[src/rtl/spi_ram_arbiter_if.sv]
// Signal bundle between spi_ram_arbiter and its neighbours: SPI slave words, host port and RAM port.
// Names carry the arbiter's point of view (i_ into the arbiter, o_ out of it).
interface spi_ram_arbiter_if #(
  parameter int unsigned W = 8
);
  logic [W+1:0] i_rx_data;
  logic         i_rx_valid;
  logic [W-1:0] o_tx_data;
  logic         o_tx_valid;
  logic         i_host_req;
  logic         i_host_we;
  logic [W-1:0] i_host_addr;
  logic [W-1:0] i_host_wdata;
  logic         o_host_gnt;
  logic         o_host_rvalid;
  logic [W-1:0] o_host_rdata;
  logic         o_ram_en;
  logic         o_ram_we;
  logic [W-1:0] o_ram_addr;
  logic [W-1:0] o_ram_wdata;
  logic [W-1:0] i_ram_rdata;
  logic         o_spi_ovf;

  modport slave (
    input  i_rx_data, i_rx_valid, i_host_req, i_host_we, i_host_addr, i_host_wdata, i_ram_rdata,
    output o_tx_data, o_tx_valid, o_host_gnt, o_host_rvalid, o_host_rdata,
    output o_ram_en, o_ram_we, o_ram_addr, o_ram_wdata, o_spi_ovf
  );

  modport master (
    output i_rx_data, i_rx_valid, i_host_req, i_host_we, i_host_addr, i_host_wdata, i_ram_rdata,
    input  o_tx_data, o_tx_valid, o_host_gnt, o_host_rvalid, o_host_rdata,
    input  o_ram_en, o_ram_we, o_ram_addr, o_ram_wdata, o_spi_ovf
  );
endinterface

[src/rtl/spi_ram_arbiter.sv]
// Decodes SPI command words and shares one single-port RAM between the SPI stream and a host port,
// with round-robin arbitration and fixed-latency access sequencing.
module spi_ram_arbiter #(
  parameter int unsigned W = 8
) (
  input  logic              i_clk,
  input  logic              i_rst,
  spi_ram_arbiter_if.slave  bus
);

  localparam logic [1:0] S_IDLE    = 2'd0;
  localparam logic [1:0] S_ACCESS  = 2'd1;
  localparam logic [1:0] S_RD_WAIT = 2'd2;

  localparam logic [1:0] C_WADDR = 2'b00;
  localparam logic [1:0] C_WRITE = 2'b01;
  localparam logic [1:0] C_RADDR = 2'b10;
  localparam logic [1:0] C_READ  = 2'b11;

  logic [1:0]   r_state,       w_state_nxt;
  logic         r_rx_valid_q;
  logic [W-1:0] r_wr_addr,     w_wr_addr_nxt;
  logic [W-1:0] r_rd_addr,     w_rd_addr_nxt;
  logic         r_spi_pend,    w_spi_pend_nxt;
  logic         r_spi_we,      w_spi_we_nxt;
  logic [W-1:0] r_spi_addr,    w_spi_addr_nxt;
  logic [W-1:0] r_spi_wdata,   w_spi_wdata_nxt;
  logic         r_spi_ovf,     w_spi_ovf_nxt;
  logic         r_last_host,   w_last_host_nxt;
  logic         r_cur_host,    w_cur_host_nxt;
  logic [W-1:0] r_tx_data,     w_tx_data_nxt;
  logic         r_tx_valid,    w_tx_valid_nxt;
  logic         r_host_gnt,    w_host_gnt_nxt;
  logic         r_host_rvalid, w_host_rvalid_nxt;
  logic [W-1:0] r_host_rdata,  w_host_rdata_nxt;
  logic         r_ram_en,      w_ram_en_nxt;
  logic         r_ram_we,      w_ram_we_nxt;
  logic [W-1:0] r_ram_addr,    w_ram_addr_nxt;
  logic [W-1:0] r_ram_wdata,   w_ram_wdata_nxt;

  logic         w_new_word;
  logic [1:0]   w_cmd;
  logic [W-1:0] w_payload;
  logic         w_host_pend;
  logic         w_spi_wins;
  logic         w_host_wins;
  logic         w_grant_spi;

  assign w_new_word  = bus.i_rx_valid & ~r_rx_valid_q;
  assign w_cmd       = bus.i_rx_data[W+1:W];
  assign w_payload   = bus.i_rx_data[W-1:0];
  assign w_host_pend = bus.i_host_req & ~((r_state != S_IDLE) & r_cur_host);
  // On a tie the requester that did not win last time goes first.
  assign w_spi_wins  = r_spi_pend & (~w_host_pend | r_last_host);
  assign w_host_wins = w_host_pend & (~r_spi_pend | ~r_last_host);
  assign w_grant_spi = (r_state == S_IDLE) & w_spi_wins;

  // Next-state, arbitration and command decode.
  always_comb begin
    w_state_nxt       = r_state;
    w_wr_addr_nxt     = r_wr_addr;
    w_rd_addr_nxt     = r_rd_addr;
    w_spi_pend_nxt    = r_spi_pend;
    w_spi_we_nxt      = r_spi_we;
    w_spi_addr_nxt    = r_spi_addr;
    w_spi_wdata_nxt   = r_spi_wdata;
    w_spi_ovf_nxt     = r_spi_ovf;
    w_last_host_nxt   = r_last_host;
    w_cur_host_nxt    = r_cur_host;
    w_tx_data_nxt     = r_tx_data;
    w_tx_valid_nxt    = r_tx_valid;
    w_host_gnt_nxt    = 1'b0;
    w_host_rvalid_nxt = 1'b0;
    w_host_rdata_nxt  = r_host_rdata;
    w_ram_en_nxt      = 1'b0;
    w_ram_we_nxt      = 1'b0;
    w_ram_addr_nxt    = r_ram_addr;
    w_ram_wdata_nxt   = r_ram_wdata;

    if (w_new_word) w_tx_valid_nxt = 1'b0;

    case (r_state)
      S_IDLE: begin
        if (w_spi_wins) begin
          w_state_nxt     = S_ACCESS;
          w_ram_en_nxt    = 1'b1;
          w_ram_we_nxt    = r_spi_we;
          w_ram_addr_nxt  = r_spi_addr;
          if (r_spi_we) w_ram_wdata_nxt = r_spi_wdata;
          w_spi_pend_nxt  = 1'b0;
          w_cur_host_nxt  = 1'b0;
          w_last_host_nxt = 1'b0;
        end else if (w_host_wins) begin
          w_state_nxt     = S_ACCESS;
          w_ram_en_nxt    = 1'b1;
          w_ram_we_nxt    = bus.i_host_we;
          w_ram_addr_nxt  = bus.i_host_addr;
          if (bus.i_host_we) w_ram_wdata_nxt = bus.i_host_wdata;
          w_host_gnt_nxt  = 1'b1;
          w_cur_host_nxt  = 1'b1;
          w_last_host_nxt = 1'b1;
        end
      end
      S_ACCESS: w_state_nxt = r_ram_we ? S_IDLE : S_RD_WAIT;
      S_RD_WAIT: begin
        w_state_nxt = S_IDLE;
        if (r_cur_host) begin
          w_host_rdata_nxt  = bus.i_ram_rdata;
          w_host_rvalid_nxt = 1'b1;
        end else begin
          w_tx_data_nxt  = bus.i_ram_rdata;
          w_tx_valid_nxt = 1'b1;
        end
      end
      default: w_state_nxt = S_IDLE;
    endcase

    // Data commands snapshot the address now; capture on a grant edge replaces nothing.
    if (w_new_word) begin
      case (w_cmd)
        C_WADDR: w_wr_addr_nxt = w_payload;
        C_WRITE: begin
          if (r_spi_pend && !w_grant_spi) w_spi_ovf_nxt = 1'b1;
          w_spi_pend_nxt  = 1'b1;
          w_spi_we_nxt    = 1'b1;
          w_spi_addr_nxt  = r_wr_addr;
          w_spi_wdata_nxt = w_payload;
        end
        C_RADDR: w_rd_addr_nxt = w_payload;
        C_READ: begin
          if (r_spi_pend && !w_grant_spi) w_spi_ovf_nxt = 1'b1;
          w_spi_pend_nxt = 1'b1;
          w_spi_we_nxt   = 1'b0;
          w_spi_addr_nxt = r_rd_addr;
        end
        default: ;
      endcase
    end
  end

  always_ff @(posedge i_clk) begin
    if (i_rst) begin
      r_state       <= S_IDLE;
      r_rx_valid_q  <= 1'b0;
      r_wr_addr     <= '0;
      r_rd_addr     <= '0;
      r_spi_pend    <= 1'b0;
      r_spi_we      <= 1'b0;
      r_spi_addr    <= '0;
      r_spi_wdata   <= '0;
      r_spi_ovf     <= 1'b0;
      r_last_host   <= 1'b1;
      r_cur_host    <= 1'b0;
      r_tx_data     <= '0;
      r_tx_valid    <= 1'b0;
      r_host_gnt    <= 1'b0;
      r_host_rvalid <= 1'b0;
      r_host_rdata  <= '0;
      r_ram_en      <= 1'b0;
      r_ram_we      <= 1'b0;
      r_ram_addr    <= '0;
      r_ram_wdata   <= '0;
    end else begin
      r_state       <= w_state_nxt;
      r_rx_valid_q  <= bus.i_rx_valid;
      r_wr_addr     <= w_wr_addr_nxt;
      r_rd_addr     <= w_rd_addr_nxt;
      r_spi_pend    <= w_spi_pend_nxt;
      r_spi_we      <= w_spi_we_nxt;
      r_spi_addr    <= w_spi_addr_nxt;
      r_spi_wdata   <= w_spi_wdata_nxt;
      r_spi_ovf     <= w_spi_ovf_nxt;
      r_last_host   <= w_last_host_nxt;
      r_cur_host    <= w_cur_host_nxt;
      r_tx_data     <= w_tx_data_nxt;
      r_tx_valid    <= w_tx_valid_nxt;
      r_host_gnt    <= w_host_gnt_nxt;
      r_host_rvalid <= w_host_rvalid_nxt;
      r_host_rdata  <= w_host_rdata_nxt;
      r_ram_en      <= w_ram_en_nxt;
      r_ram_we      <= w_ram_we_nxt;
      r_ram_addr    <= w_ram_addr_nxt;
      r_ram_wdata   <= w_ram_wdata_nxt;
    end
  end

  assign bus.o_tx_data     = r_tx_data;
  assign bus.o_tx_valid    = r_tx_valid;
  assign bus.o_host_gnt    = r_host_gnt;
  assign bus.o_host_rvalid = r_host_rvalid;
  assign bus.o_host_rdata  = r_host_rdata;
  assign bus.o_ram_en      = r_ram_en;
  assign bus.o_ram_we      = r_ram_we;
  assign bus.o_ram_addr    = r_ram_addr;
  assign bus.o_ram_wdata   = r_ram_wdata;
  assign bus.o_spi_ovf     = r_spi_ovf;

endmodule

[src/flat_wrapper.sv]
// flat-port wrapper written by rule: the top's interface ports become plain ports
module spi_ram_arbiter_flat 
#(
  parameter int unsigned W = 8
)
  (i_clk, i_rst, bus_i_rx_data, bus_i_rx_valid, bus_i_host_req, bus_i_host_we, bus_i_host_addr, bus_i_host_wdata, bus_i_ram_rdata, bus_o_tx_data, bus_o_tx_valid, bus_o_host_gnt, bus_o_host_rvalid, bus_o_host_rdata, bus_o_ram_en, bus_o_ram_we, bus_o_ram_addr, bus_o_ram_wdata, bus_o_spi_ovf);
  spi_ram_arbiter_if #(.W(W)) bus_i ();
  input  logic i_clk;
  input  logic i_rst;
  input wire logic [$bits(bus_i.i_rx_data)-1:0] bus_i_rx_data;
  input wire logic [$bits(bus_i.i_rx_valid)-1:0] bus_i_rx_valid;
  input wire logic [$bits(bus_i.i_host_req)-1:0] bus_i_host_req;
  input wire logic [$bits(bus_i.i_host_we)-1:0] bus_i_host_we;
  input wire logic [$bits(bus_i.i_host_addr)-1:0] bus_i_host_addr;
  input wire logic [$bits(bus_i.i_host_wdata)-1:0] bus_i_host_wdata;
  input wire logic [$bits(bus_i.i_ram_rdata)-1:0] bus_i_ram_rdata;
  output wire logic [$bits(bus_i.o_tx_data)-1:0] bus_o_tx_data;
  output wire logic [$bits(bus_i.o_tx_valid)-1:0] bus_o_tx_valid;
  output wire logic [$bits(bus_i.o_host_gnt)-1:0] bus_o_host_gnt;
  output wire logic [$bits(bus_i.o_host_rvalid)-1:0] bus_o_host_rvalid;
  output wire logic [$bits(bus_i.o_host_rdata)-1:0] bus_o_host_rdata;
  output wire logic [$bits(bus_i.o_ram_en)-1:0] bus_o_ram_en;
  output wire logic [$bits(bus_i.o_ram_we)-1:0] bus_o_ram_we;
  output wire logic [$bits(bus_i.o_ram_addr)-1:0] bus_o_ram_addr;
  output wire logic [$bits(bus_i.o_ram_wdata)-1:0] bus_o_ram_wdata;
  output wire logic [$bits(bus_i.o_spi_ovf)-1:0] bus_o_spi_ovf;
  assign bus_i.i_rx_data = bus_i_rx_data;
  assign bus_i.i_rx_valid = bus_i_rx_valid;
  assign bus_i.i_host_req = bus_i_host_req;
  assign bus_i.i_host_we = bus_i_host_we;
  assign bus_i.i_host_addr = bus_i_host_addr;
  assign bus_i.i_host_wdata = bus_i_host_wdata;
  assign bus_i.i_ram_rdata = bus_i_ram_rdata;
  assign bus_o_tx_data = bus_i.o_tx_data;
  assign bus_o_tx_valid = bus_i.o_tx_valid;
  assign bus_o_host_gnt = bus_i.o_host_gnt;
  assign bus_o_host_rvalid = bus_i.o_host_rvalid;
  assign bus_o_host_rdata = bus_i.o_host_rdata;
  assign bus_o_ram_en = bus_i.o_ram_en;
  assign bus_o_ram_we = bus_i.o_ram_we;
  assign bus_o_ram_addr = bus_i.o_ram_addr;
  assign bus_o_ram_wdata = bus_i.o_ram_wdata;
  assign bus_o_spi_ovf = bus_i.o_spi_ovf;
  spi_ram_arbiter #(.W(W)) u_core (.i_clk(i_clk), .i_rst(i_rst), .bus(bus_i));
endmodule
[config.mk]
export PLATFORM = sky130hd
export DESIGN_NAME = spi_ram_arbiter_flat
export DESIGN_NICKNAME = d
export VERILOG_FILES = /design/src/rtl/spi_ram_arbiter_if.sv /design/src/rtl/spi_ram_arbiter.sv /design/src/flat_wrapper.sv
export SDC_FILE = /design/constraint.sdc
export NUM_CORES = 1
export LEC_CHECK = 0
export ABC_CLOCK_PERIOD_IN_PS = 3950
export CAP_MARGIN = 20
export CORE_ASPECT_RATIO = 1.75
export CORE_MARGIN = 4
export CORE_UTILIZATION = 25
export CTS_CLUSTER_SIZE = 12
export DETAILED_ROUTE_END_ITERATION = 12
export DONT_BUFFER_PORTS = 1
export PLACE_DENSITY = 0.39
export SYNTH_ARGS = -nofsm -noshare
export SYNTH_HDL_FRONTEND = slang
export SYNTH_SLANG_ARGS = --single-unit
export TNS_END_PERCENT = 5
[constraint.sdc]
create_clock -name i_clk -period 3.95 [get_ports i_clk]
set_input_delay 1.185 -clock i_clk [delete_from_list [all_inputs] [get_ports i_clk]]
set_output_delay 1.185 -clock i_clk [all_outputs]
set_load 0.005 [all_outputs]
==> results of run 1 <==
[flip-flops by register name, indices dropped and copies added (netlist names), 2 cells and up]
name / count
u_core.bus.o_ram_addr: 8
u_core.r_spi_addr: 8
u_core.r_wr_addr: 8
u_core.r_state: 2
u_core.bus.o_tx_data: 8
u_core.r_rd_addr: 8
u_core.r_spi_wdata: 8
u_core.bus.o_ram_wdata: 8
u_core.bus.o_host_rdata: 8
[cells by family (layout without fill, tap and decap cells)]
kind of cell / count (synthesis) / in the layout / share of synthesized area
AOI/OAI and AO/OA: 69 / 69 / 0.181
buffers and inverters: 29 / 25 / 0.0455
DFF: 77 / 77 / 0.510
muxes: 24 / 24 / 0.0794
and+or+nand+nor: 127 / 127 / 0.185
[final cells by class]
class	count	area (sq um)
clock buffers	9	225
clock inverters	7	138
fillers	1259	8260
inverters	9	33.8
multi-input cells	220	1350
flip-flops and latches	77	1540
well taps	135	169
[power by group through the flow]
stage | clock [mW] | combinational (mW) | sequential (mW)
finish | 1.01 | 0.109 | 0.837
global route | 1.06 | 0.125 | 0.841
CTS | 1.03 | 0.112 | 0.838
detailed placement | 0 | 0.112 | 0.855
global placement | 0 | 0.110 | 0.855
floorplan | 0 | 0.108 | 0.847
[per-layer routing]
| metal | vias up | GRT usage | wire, microns |
|---|---|---|---|
| li1 | 1112 | - | - |
| met1 | 1050 | 0.124 | 3090 |
| met2 | 55 | 0.199 | 4000 |
| met3 | 12 | 0.0396 | 519 |
| met4 | 0 | 0.0518 | 148 |
| met5 | - | 0 | 0 |
[path summary, 6_finish.rpt]
check	start	endpoint	slack (ns)	cells after the start
setup / recovery	bus_i_host_req	u_core.bus.o_ram_wdata[3]	1.75	4
setup reg to reg	u_core.r_spi_pend	u_core.bus.o_ram_wdata[3]	2.15	4
hold reg to reg	u_core.r_spi_addr[3]	u_core.r_spi_addr[3]	0.45	2
hold / removal	u_core.r_spi_addr[3]	u_core.r_spi_addr[3]	0.45	2
[cells in the final DEF, fill, tap and decap left out, types with 9 or more instances in the layout]
master / Yosys / final
a21oi_1: 27 / 27
clkbuf_16: 0 / 9
dfxtp_1: 77 / 77
mux2i_1: 24 / 24
nand2_1: 67 / 67
nor2_1: 38 / 38
[per-stage QoR]
step / cells / util / cell area (sq um) / power (mW)
2_1_floorplan: 326 / - / 3020 / 0.956
3_3_place_gp: 441 / 0.264 / 3090 / 0.965
5_1_grt: 457 / 0.295 / 3450 / 2.03
6_report: 457 / 0.295 / 3450 / 1.95
3_5_place_dp: 441 / 0.264 / 3090 / 0.967
4_1_cts: 457 / 0.295 / 3450 / 1.98
[tightest hold or removal path, cell delays in order (launching register included)]
cell and delay (ns):
dfxtp_1 0.31, nand2_1 0.05, a21oi_1 0.05
==> run_results.csv, run 1 <==
group,metric,value,unit
yosys,synth.area.top_cells,"dfxtp_1 51%, nand2_1 8.3%, mux2i_1 7.9%",
global_routing,grt_max_degree,77,
drt,drt_wl_total,7.75,mm
yosys,ys_warn_count,0,
timing,tightest_slew,0.932,ns
timing,finalCritPeriodShare,0.558,
timing,hold_viol_final,0,
drt,wl_per_cell,17.0,microns
layout,area_growth,14.1,%
pwr,switching_share,0.214,
worst_setup_path,slowest_delay,0.50,ns
worst_setup_path,worst-path-max-fanout,9,
yosys,synth-seq-cells,77,
yosys,yosys-top-cells-count,"77 x dfxtp_1, 67 x nand2_1, 38 x nor2_1",
timing,max-slew-margin-rel,0.374,
drt,drt_iter0_markers,117,
global_routing,grt_usage,0.114,
timing,finalMaxSlewViolations,0,
yosys,syn_nets,365,
placement,globalplace.congestion,0.729,
worst_setup_path,crit_path_top_delay_cell,"nand2b_1",
min_path,min_path_type,"register to register",
floorplanning,num_rows,52,
yosys,syn_inst,326,
yosys,synth-edff-count,0,
layout,antennaDiodeCount,0,
floorplanning,die_w,91.1,microns
layout,drive_above_1_share,0.102,
placement,io_buffers,0,
outcome,status,"finished, final reports clean",
yosys,yosysTopAreaCell,"dfxtp_1",
layout,nets,356,
worst_setup_path,crit_type,"input port to register",
clocking,clock_sinks,77,
worst_setup_path,path_delay_family,"compound AO/OA/AOI/OAI gates",
drt,viasPerCell,4.88,
placement,post-place-ws,1.38,ns
global_routing,grt-ovfl-total,0,
drt,firstDrtPassIters,4,
yosys,synth-main-ff-cell,"dfxtp_1",
worst_setup_path,startpoint_type,"input port",
worst_setup_path,cp_data_required_time,4.15,ns
clocking,cts_tree,"built",
global_routing,grt_pass1_vias,2311,
pwr,ir_drop,226,uV
job,drv_cap,0,
timing,holdWs,0.453,ns
pwr,p_seq_frac,0.429,
worst_setup_path,cp-end-kind,"register",
clocking,clk_pin_slew,0.06,ns
floorplanning,start_util,0.258,
worst_setup_path,crit_buf_inv,0,
global_routing,antenna_found_initial,0,
pwr,p_clk_frac,0.515,
yosys,seq_area_frac_synth,0.510,
pwr,leakagePower,1.23,nW
placement,place_hpwl,5.62,mm
drt,drc_errors,0,
floorplanning,die_height,153,microns
clocking,cts.path.max_buffers,2,
pwr,p_int,1.53,mW
floorplanning,core,11700,sq um
worst_setup_path,crit_chain,"a21boi_2 -> a32oi_2 -> nand2b_1 -> a221oi_2",
yosys,yosys.cell_count.top_type,"dfxtp_1",
global_routing,grt_pass1_wl,12.6,mm
drt,antenna_left,0,
yosys,synth_top_cell_area_share,0.510,
floorplanning,io_pins,77,
timing,clock-skew-final,0.00359,ns
timing,rsz0062_at_grt,"false",
clocking,postCtsSetupBuffers,0,
worst_setup_path,cp.arrival,2.40,ns
yosys,async_flop_share,0,
clocking,cts_resized,0,
timing,post-route-min-period,2.20,ns
yosys,syn_area_per_cell,9.28,sq um
pwr,power.density,565,nW/um^2
timing,setup_slack,1.75,ns
clocking,ctsHoldBuffers,0,
pwr,p_switching,0.418,mW
clocking,cts_buffers,9,
clocking,cts_root_buffer,"clkbuf_16",
floorplanning,fp.dieArea,14000,sq um
timing,finalSetupTns,0,ns
drt,dr_total_vias,2229,
clocking,clock_latency,0.33,ns
timing,finalSetupViolations,0,
yosys,synth_area,3020,sq um
pwr,p_comb_frac,0.056,
yosys,synth.lib_cells_used.distinct,37,
clocking,h-tree-depth,3,
timing,achievable-frequency,454,MHz
No activity file was read; power rests on OpenSTA's default activity.
==> inputs of run 2 (changes only) <==
--- a/config.mk
+++ b/config.mk
@@ -5,7 +5,7 @@
 export SDC_FILE = /design/constraint.sdc
 export NUM_CORES = 1
 export LEC_CHECK = 0
-export ABC_CLOCK_PERIOD_IN_PS = 3950
+export ABC_CLOCK_PERIOD_IN_PS = 1900
 export CAP_MARGIN = 20
 export CORE_ASPECT_RATIO = 1.75
 export CORE_MARGIN = 4
@@ -13,7 +13,7 @@
 export CTS_CLUSTER_SIZE = 12
 export DETAILED_ROUTE_END_ITERATION = 12
 export DONT_BUFFER_PORTS = 1
-export PLACE_DENSITY = 0.39
+export PLACE_DENSITY = 0.41
 export SYNTH_ARGS = -nofsm -noshare
 export SYNTH_HDL_FRONTEND = slang
 export SYNTH_SLANG_ARGS = --single-unit
==> constraint.sdc (replaced) <==
create_clock -name i_clk -period 1.9 [get_ports i_clk]
set_input_delay 0.57 -clock i_clk [delete_from_list [all_inputs] [get_ports i_clk]]
set_output_delay 0.57 -clock i_clk [all_outputs]
set_load 0.005 [all_outputs]
==> run 2 against run 1 <==
  * Utilization fell by 0.075 points
  * Register-to-register slack worse by 1.8 ns
  * Via count fell by 2.9%
  * Wire length decreased by 3.4%
  * Clock skew up 0.0029 ns
  * Critical path depth stayed put
  * Total power up 85%
  * Design area down 0.25%
  * Combinational power is 120% higher
  * Critical path type is now register to register
  * Highest routed layer unchanged
==> run_results.csv, run 2 (synthesis results as in run 1) <==
group,metric,value,unit
timing,max-slew-margin-rel,0.624,
clocking,cts.path.max_buffers,2,
layout,final_common_cell,"dfxtp_1",
timing,post-route-min-period,1.55,ns
timing,clock-skew-final,0.00653,ns
timing,finalSetupViolations,0,
drt,dr_total_vias,2165,
placement,io_buffers,0,
layout,nets,365,
timing,finalCritPeriodShare,0.815,
timing,achievable-frequency,646,MHz
layout,seq_area,1540,sq um
floorplanning,start_util,0.258,
drt,drc_errors,0,
floorplanning,core,11700,sq um
worst_setup_path,cp_data_required_time,2.14,ns
layout,area_growth,13.9,%
worst_setup_path,cp.arrival,1.79,ns
global_routing,busiest_layer,"met2",
floorplanning,io_pins,77,
drt,wl_per_cell,16.1,microns
layout,multi_input_comb_area,1350,sq um
worst_setup_path,startpoint_type,"register",
layout,final_cell_mix,"77 x dfxtp_1, 67 x nand2_1, 38 x nor2_1",
placement,globalplace.congestion,0.700,
drt,drt_iter0_markers,54,
timing,holdWs,0.313,ns
pwr,power.total,3.61,mW
worst_setup_path,r2r_setup_slack,0.35,ns
worst_setup_path,cp-end-kind,"register",
pwr,leakagePower,1.22,nW
global_routing,gr-usage-met2,0.199,
worst_setup_path,worst-path-max-fanout,8,
outcome,status,"finished, final reports clean",
placement,placed_area,3160,sq um
worst_setup_path,crit_path_end,"u_core.bus.o_ram_wdata[6]",
worst_setup_path,crit_type,"register to register",
job,drv_cap,0,
timing,finalMaxSlewViolations,0,
global_routing,grt_pass1_vias,2322,
floorplanning,die_height,153,microns
global_routing,grt_usage,0.110,
timing,finalSetupTns,0,ns
clocking,cts_buffers,9,
pwr,power.density,1050,nW/um^2
global_routing,grt_max_degree,77,
floorplanning,fp.dieArea,14000,sq um
clocking,cts_root_buffer,"clkbuf_16",
clocking,cts_tree,"built",
layout,design_area,3440,sq um
floorplanning,die_w,91.1,microns
drt,firstDrtPassIters,4,
global_routing,gr-usage-met3,0.0406,
timing,rsz0062_at_grt,"false",
placement,place_inst,450,
layout,antennaDiodeCount,0,
clocking,h-tree-depth,3,
worst_setup_path,r2r-start,"u_core.r_last_host",
clocking,ctsHoldBuffers,0,
clocking,cts_resized,0,
clocking,clock_latency,0.33,ns
pwr,ir_drop,455,uV
drt,viasPerCell,4.65,
drt,antenna_left,0,
timing,hold_viol_final,0,
worst_setup_path,reg2regPathDepth,4,
global_routing,antenna_found_initial,0,
global_routing,grt_pass1_wl,12.2,mm
placement,place_hpwl,5.56,mm
layout,stdcell_count,466,
global_routing,grt-ovfl-total,0,
worst_setup_path,startpoint,"u_core.r_last_host",
clocking,clock_sinks,77,
worst_setup_path,reg2reg_to,"u_core.bus.o_ram_wdata[6]",
layout,fillCellCount,1274,
global_routing,grt_util_met1,0.111,
clocking,postCtsSetupBuffers,0,
drt,drt_wl_total,7.49,mm
timing,tightest_slew,0.563,ns
layout,drive_above_1_share,0.127,
clocking,clk_pin_slew,0.06,ns
min_path,min_path_type,"input port to register",
floorplanning,num_rows,52,
-- run 2: worst min path at each step --
stage | startpoint | endpoint | slack (ns) | cells after the start
floorplan | u_core.bus.o_ram_we | u_core.r_state[1] | 0.43 | 1
global placement | u_core.r_spi_addr[3] | u_core.r_spi_addr[3] | 0.44 | 2
detailed placement | u_core.r_spi_addr[7] | u_core.r_spi_addr[7] | 0.44 | 2
CTS | i_rst | u_core.bus.o_host_rdata[7] | 0.29 | 1
global route | i_rst | u_core.bus.o_tx_data[2] | 0.29 | 1
finish | i_rst | u_core.bus.o_tx_data[2] | 0.31 | 1
-- run 2: area by class of cell --
cell class	instances	area share
Sequential cell	77	0.448
Clock inverter	6	0.0138
Inverter	9	0.00981
Timing Repair Buffer	9	0.0196
Clock buffer	10	0.0694
Multi-Input combinational cell	220	0.391
Tap cell	135	0.0491
-- run 2: report_power, final --
| part | internal [mW] | switching [mW] |
|---|---|---|
| Combinational | 0.103 | 0.137 |
| Clock | 0.927 | 0.704 |
| Sequential | 1.69 | 0.0522 |
-- run 2: metrics by stage --
stage	setup slack (ns)	utilization
after global placement	0.222	0.270
after floorplan	0.348	-
after CTS	0.341	0.294
after detailed placement	0.190	0.270
final	0.352	0.294
after global routing	0.232	0.294
-- run 2: per-layer routing --
metal,routed length (microns),share of wire,vias to the layer above
li1,-,-,1129
met1,2910,0.39,978
met2,3960,0.53,50
met3,496,0.066,8
met4,127,0.017,0
met5,0,0,-
-- run 2: worst max-delay path, cell delays in order (launching register included) --
cell and delay [ns]:
dfxtp_1 0.41, nand2b_4 0.18, a32oi_2 0.11, nand2b_1 0.40
a221oi_2 0.37
